--- config.mk ---
export PLATFORM = sky130hd
export DESIGN_NAME = maxpool_module
export DESIGN_NICKNAME = d
export VERILOG_FILES = /design/src/rtl/maxpool_module_pkg.sv /design/src/rtl/maxpool_module_cmp.sv /design/src/rtl/maxpool_module.sv
export SDC_FILE = /design/constraint.sdc
export NUM_CORES = 1
export LEC_CHECK = 0
export ABC_AREA = 1
export ABC_CLOCK_PERIOD_IN_PS = 5890
export CORE_MARGIN = 2
export CORE_UTILIZATION = 52
export DETAILED_ROUTE_END_ITERATION = 6
export GPL_ROUTABILITY_DRIVEN = 0
export PLACE_DENSITY = 0.75
export SETUP_SLACK_MARGIN = 0.02
export SYNTH_ARGS = -nofsm -noshare
export SYNTH_HDL_FRONTEND = slang
export SYNTH_SLANG_ARGS = --single-unit
--- constraint.sdc ---
create_clock -name CLKEXT -period 5.89 [get_ports CLKEXT]
set_clock_uncertainty 0.15 [all_clocks]
set_input_delay 1.178 -clock CLKEXT [delete_from_list [all_inputs] [get_ports CLKEXT]]
set_output_delay 1.178 -clock CLKEXT [all_outputs]
set_load 0.03 [all_outputs]
--- src/rtl/maxpool_module_pkg.sv ---
// Shared NPU constants and pooling-stage types.
// Provides the data width, window limit and pooling state encoding.
package maxpool_module_pkg;

    localparam int NPU_DATA_W     = 16;
    localparam int NPU_MAX_WINDOW = 16;

    typedef enum logic {
        POOL_IDLE  = 1'b0,
        POOL_ACCUM = 1'b1
    } pool_state_e;

endpackage

--- src/rtl/maxpool_module_cmp.sv ---
// pool_max_cmp: combinational signed compare/select of two operands.
// Ports: a_i, b_i operands; max_o signed maximum; b_gt_o set when b_i > a_i.
module pool_max_cmp #(
    parameter int DATA_W = 16
) (
    input  logic [DATA_W-1:0] a_i,
    input  logic [DATA_W-1:0] b_i,
    output logic [DATA_W-1:0] max_o,
    output logic              b_gt_o
);

    assign b_gt_o = $signed(b_i) > $signed(a_i);
    assign max_o  = b_gt_o ? b_i : a_i;

endmodule

--- src/rtl/maxpool_module.sv ---
// 1-D max-pooling stage: reduces each WINDOW-sample block to its signed max.
// Ports: CLKEXT/RST_GLO_N, POOL_IN* input stream, EN/BYPASS/FLUSH controls,
// POOL_OUT* registered result stream, POOL_BUSY status.
module maxpool_module
    import maxpool_module_pkg::*;
#(
    parameter int DATA_W = NPU_DATA_W,
    parameter int WINDOW = 4
) (
    input  logic              CLKEXT,
    input  logic              RST_GLO_N,
    input  logic [DATA_W-1:0] POOL_IN,
    input  logic              POOL_IN_VALID,
    output logic              POOL_IN_READY,
    input  logic              EN_POOL,
    input  logic              BYPASS_POOL,
    input  logic              POOL_FLUSH,
    output logic [DATA_W-1:0] POOL_OUT,
    output logic              POOL_OUT_VALID,
    input  logic              POOL_OUT_READY,
    output logic              POOL_BUSY
);

    localparam int CW = $clog2(WINDOW + 1);
    localparam logic [CW-1:0] WIN_C = CW'(WINDOW);

    logic [CW-1:0]     cnt_q, cnt_d, eff_cnt, cnt_inc;
    logic [DATA_W-1:0] max_q, max_d, cand, cmp_max;
    logic [DATA_W-1:0] out_q, out_d, emit_val;
    logic              out_valid_q, out_valid_d;
    logic              en_q, byp_q;
    logic              acc, flush, mode_chg, emit;
    pool_state_e       state;

    assign POOL_IN_READY = RST_GLO_N & (~out_valid_q | POOL_OUT_READY);
    assign acc      = POOL_IN_VALID & POOL_IN_READY;
    assign flush    = POOL_FLUSH & POOL_IN_READY;
    assign mode_chg = (EN_POOL != en_q) | (BYPASS_POOL != byp_q);

    // A mode change drops the partial window before this cycle's sample.
    assign eff_cnt = mode_chg ? '0 : cnt_q;
    assign cnt_inc = eff_cnt + CW'(1);

    pool_max_cmp #(.DATA_W(DATA_W)) u_cmp (
        .a_i    (max_q),
        .b_i    (POOL_IN),
        .max_o  (cmp_max),
        .b_gt_o ()
    );

    assign cand = (eff_cnt == '0) ? POOL_IN : cmp_max;

    always_ff @(posedge CLKEXT) begin
        en_q  <= EN_POOL;
        byp_q <= BYPASS_POOL;
        if (!RST_GLO_N) begin
            cnt_q       <= '0;
            max_q       <= '0;
            out_q       <= '0;
            out_valid_q <= 1'b0;
        end else begin
            cnt_q       <= cnt_d;
            max_q       <= max_d;
            out_q       <= out_d;
            out_valid_q <= out_valid_d;
        end
    end

    always_comb begin
        cnt_d    = cnt_q;
        max_d    = max_q;
        emit     = 1'b0;
        emit_val = POOL_IN;
        if (BYPASS_POOL) begin
            cnt_d = '0;
            emit  = acc;
        end else if (!EN_POOL) begin
            cnt_d = '0;
        end else if (acc) begin
            max_d = cand;
            if ((cnt_inc == WIN_C) || flush) begin
                emit     = 1'b1;
                emit_val = cand;
                cnt_d    = '0;
            end else begin
                cnt_d = cnt_inc;
            end
        end else if (flush && (eff_cnt != '0)) begin
            emit     = 1'b1;
            emit_val = max_q;
            cnt_d    = '0;
        end else begin
            cnt_d = eff_cnt;
        end
    end

    // Emit only happens when the output register is empty or draining.
    always_comb begin
        out_valid_d = emit | (out_valid_q & ~POOL_OUT_READY);
        out_d       = emit ? emit_val : out_q;
    end

    assign state          = (cnt_q == '0) ? POOL_IDLE : POOL_ACCUM;
    assign POOL_OUT       = out_q;
    assign POOL_OUT_VALID = out_valid_q;
    assign POOL_BUSY      = (state == POOL_ACCUM) | out_valid_q;

endmodule
==> key figures <==
Run status
  • Outcome: finished, final reports clean

Yosys
  • Most common cell in the synthesized netlist: nand2_1
  • Asr flop ratio synth: 0%
  • Synthesized instance count: 471
  • Area leader, netlist: dfxtp_1
  • Commonest cells in the synthesized netlist: nand2_1 (138), inv_1 (77), nand3_1 (52)
  • Synth top area cells: dfxtp_1 (26%), nand2_1 (18%), inv_1 (9.9%), nand3_1 (8.9%), ha_1 (8.1%)
  • Synth cell types: 29
  • Syn_area_per_cell: 6.21 um2
  • Netlist Area Pre-Place: 2930 um2
  • Post-synth EDFFs: 0
  • YS warnings: 0
  • Share of the synthesized area in the top cell type: 26.0%
  • Mapped Nets: approximately 510
  • Ys flop type: dfxtp_1
  • FF+latch count, synth: 38
  • Post-synthesis sequential area ratio: about a quarter

Setup path
  • CP Cell Sequence: clkdlybuf4s50_1 -> xnor2_1 -> and2_1 -> inv_1 -> nor2_1 -> inv_1 -> ha_1 -> a21oi_4 -> nor2_2 -> o31ai_4 -> buf_4 -> o21ai_0 -> a21oi_1
  • R2R depth: 12
  • Critical Path Most Common Cell: inv_1
  • Worst r2r dst: POOL_OUT[0]$_SDFFE_PN0P_
  • Startpoint types: primary input
  • Reg2Reg Launch Point: byp_q$_DFF_P_
  • Worst Path Arrival: 4.28 ns
  • Critical path type: in -> reg
  • Crit path to: POOL_OUT[0]$_SDFFE_PN0P_
  • Crit-path max cell delay: between 0.5 and 0.6 ns
  • Critical Path Fanout Max: 21
  • Minimum setup slack among reg-to-reg paths: 2.80 ns
  • CP Launch Point: BYPASS_POOL
  • CP max stage cell: clkdlybuf4s50_1
  • Critical Path RT: 5.96 ns
  • Crit end category: flip-flop

Global routing
  • Largest net degree at the start of global routing: 36
  • Initial antenna violation count: 0
  • First-pass GRT wire length: between 10000 and 15000 um
  • Vias in the first global route: 2773
  • GRT overflow: 0
  • Gr usage total: 26.2%

Detailed routing
  • DRT Wirelength: between 8000 and 9000 um
  • First drt pass iteration count: 5
  • Final ANT Viol Nets: 0
  • DRC: 0
  • DR WL/cell: approximately 14 um
  • DRT iter0 DRCs: 207
  • Via density: between 5 and 6
  • Routed vias: ~3200

Timing
  • Final worst-path cycle share: a little under three quarters
  • Setup TNS: 0 ns
  • Relative max-transition margin: 32.4%
  • Unrepaired setup endpoints after global routing: no
  • Peak Freq: 238 MHz
  • Setup ws final: 1.69 ns
  • Final hold slack: 0.376 ns
  • Final setup fails: 0
  • Tightest Pin Transition: around 1 ns
  • Post-route minimum period: 4.20 ns
  • Hold Violations, Final: 0
  • Max Transition Viols Final: 0

CTS
  • CTS Sinks: 38
  • Clock root buffer: clkbuf_8
  • Worst skew pair latency: 0.30 ns
  • H-tree levels: 2
  • CTS Hold Bufs: 0
  • Post-CTS sizing: 0
  • Longest Clk Path Bufs: 2
  • CTS tree: yes
  • Clock transition at path regs: 0.08 ns
  • Post-CTS setup repair buffer count: 0
  • Total CTS buffers: 5

Run
  • Maxcap violations: 0

Power and ir drop
  • Switch Pwr: 0.222 mW
  • Leak: around 1.8 nW
  • Pwr per Cell Area: 209 nW/um2
  • Gate power share: roughly a quarter
  • Internal cell power: 0.507 mW
  • Total Power: 0.729 mW
  • Sw frac: a little under a third
  • Clk pwr share: 38.0%
  • Peak supply drop: 0.139 mV
  • Sequential power share: about 38%

Die
  • Initial Util: 53.5%
  • Rows: 27
  • Die area: 6240 um2
  • Die W: around 79 um
  • Die Y: around 79 um
  • Core area: about 5500 um2
  • IO Pins: 42

Hold path
  • HP Class: reg -> reg
  • Hold wc startpoint: POOL_OUT[13]$_SDFFE_PN0P_

Cells and area
  • Layout cell share with drive strength beyond 1: under 10%
  • N_diodes: 0
  • Area grow syn2layout: 19.3%
  • Final net count: 544

Placed design
  • Hpwl dp: 5310 um
  • Post-place setup slack: about 1.4 ns
  • Port Buffers: about 40
[cell type report]
class                           instances  area (um2)
Clock buffer                            5        68.8
Clock inverter                          3        68.8
Fill cell                             513        1980
Inverter                               83         312
Multi-Input combinational cell        329        1750
Sequential cell                        38         761
Tap cell                               72        90.1
Timing Repair Buffer                   45         440
[registers in the layout, indices dropped and copies added, names as in the netlist]
| register | cells |
|---|---|
| cnt_q | 3 |
| max_q | 16 |
| byp_q | 1 |
| POOL_OUT_VALID | 1 |
| POOL_OUT | 16 |
| en_q | 1 |
[per-stage QoR]
stage	area, um2	utilization, %	instances
final	3490	63.8	575
after CTS	3490	63.8	575
after global placement	3350	61.3	567
after floorplan	2930	-	471
after global routing	3490	63.8	575
after detailed placement	3350	61.3	567
[worst min path at each step]
stage / slack (ns) / depth (start not counted) / end
2_1_floorplan: 0.33 / 2 / cnt_q[2]$_SDFF_PP0_
6_report: 0.38 / 2 / POOL_OUT[13]$_SDFFE_PN0P_
3_5_place_dp: 0.36 / 2 / POOL_OUT[13]$_SDFFE_PN0P_
3_3_place_gp: 0.36 / 2 / POOL_OUT[9]$_SDFFE_PN0P_
4_1_cts: 0.38 / 2 / POOL_OUT[13]$_SDFFE_PN0P_
5_1_grt: 0.41 / 2 / POOL_OUT[12]$_SDFFE_PN0P_
[kinds of logic (layout without fill, tap and decap cells)]
family | after synthesis | after routing | synth area share [%]
flops | 38 | 38 | 26.0
compound gates | 80 | 80 | 16.3
buf+inv | 104 | 136 | 14.2
simple gates | 228 | 228 | 34.8
xor+xnor | 2 | 2 | 0.599
fa+ha+maj | 19 | 19 | 8.13
[cells in the final DEF (no fill, tap or decap), drive strengths merged]
master,instances
ha,19
xnor2,2
nand3b,16
nand4,2
nor3,2
a21o,1
clkinv,1
a211oi,1
o21ai,19
nor2,12
buf,4
clkbuf,5
inv,83
a21oi,42
and2,1
nand3,52
nand2,142
dfxtp,38
or2,1
o31ai,1
clkdlybuf4s50,41
o211ai,16
bufinv,2
[per-layer routing]
layer  vias up  routed length (um)  global-route usage [%]
met5         -                   0                       0
met4         0                 117                    8.28
met3        13                 555                    4.66
met2       135                3710                    42.7
met1      1438                3680                    35.3
li1       1571                   -                       -
[power groups by stage]
stage	Combinational, mW	Clock (mW)	Sequential [mW]
after CTS	0.174	0.279	0.276
after global routing	0.194	0.292	0.277
after detailed placement	0.173	0	0.282
after floorplan	0.0984	0	0.297
final	0.176	0.277	0.276
after global placement	0.169	0	0.282
[critical path: cells and delay by family]
family,cells,cell delay [ns]
compound gates,4,1.21
buf+inv,4,1.04
xor+xnor,1,0.13
fa+ha+maj,1,0.25
simple gates,3,0.47
No activity file was read; power rests on OpenSTA's default activity.
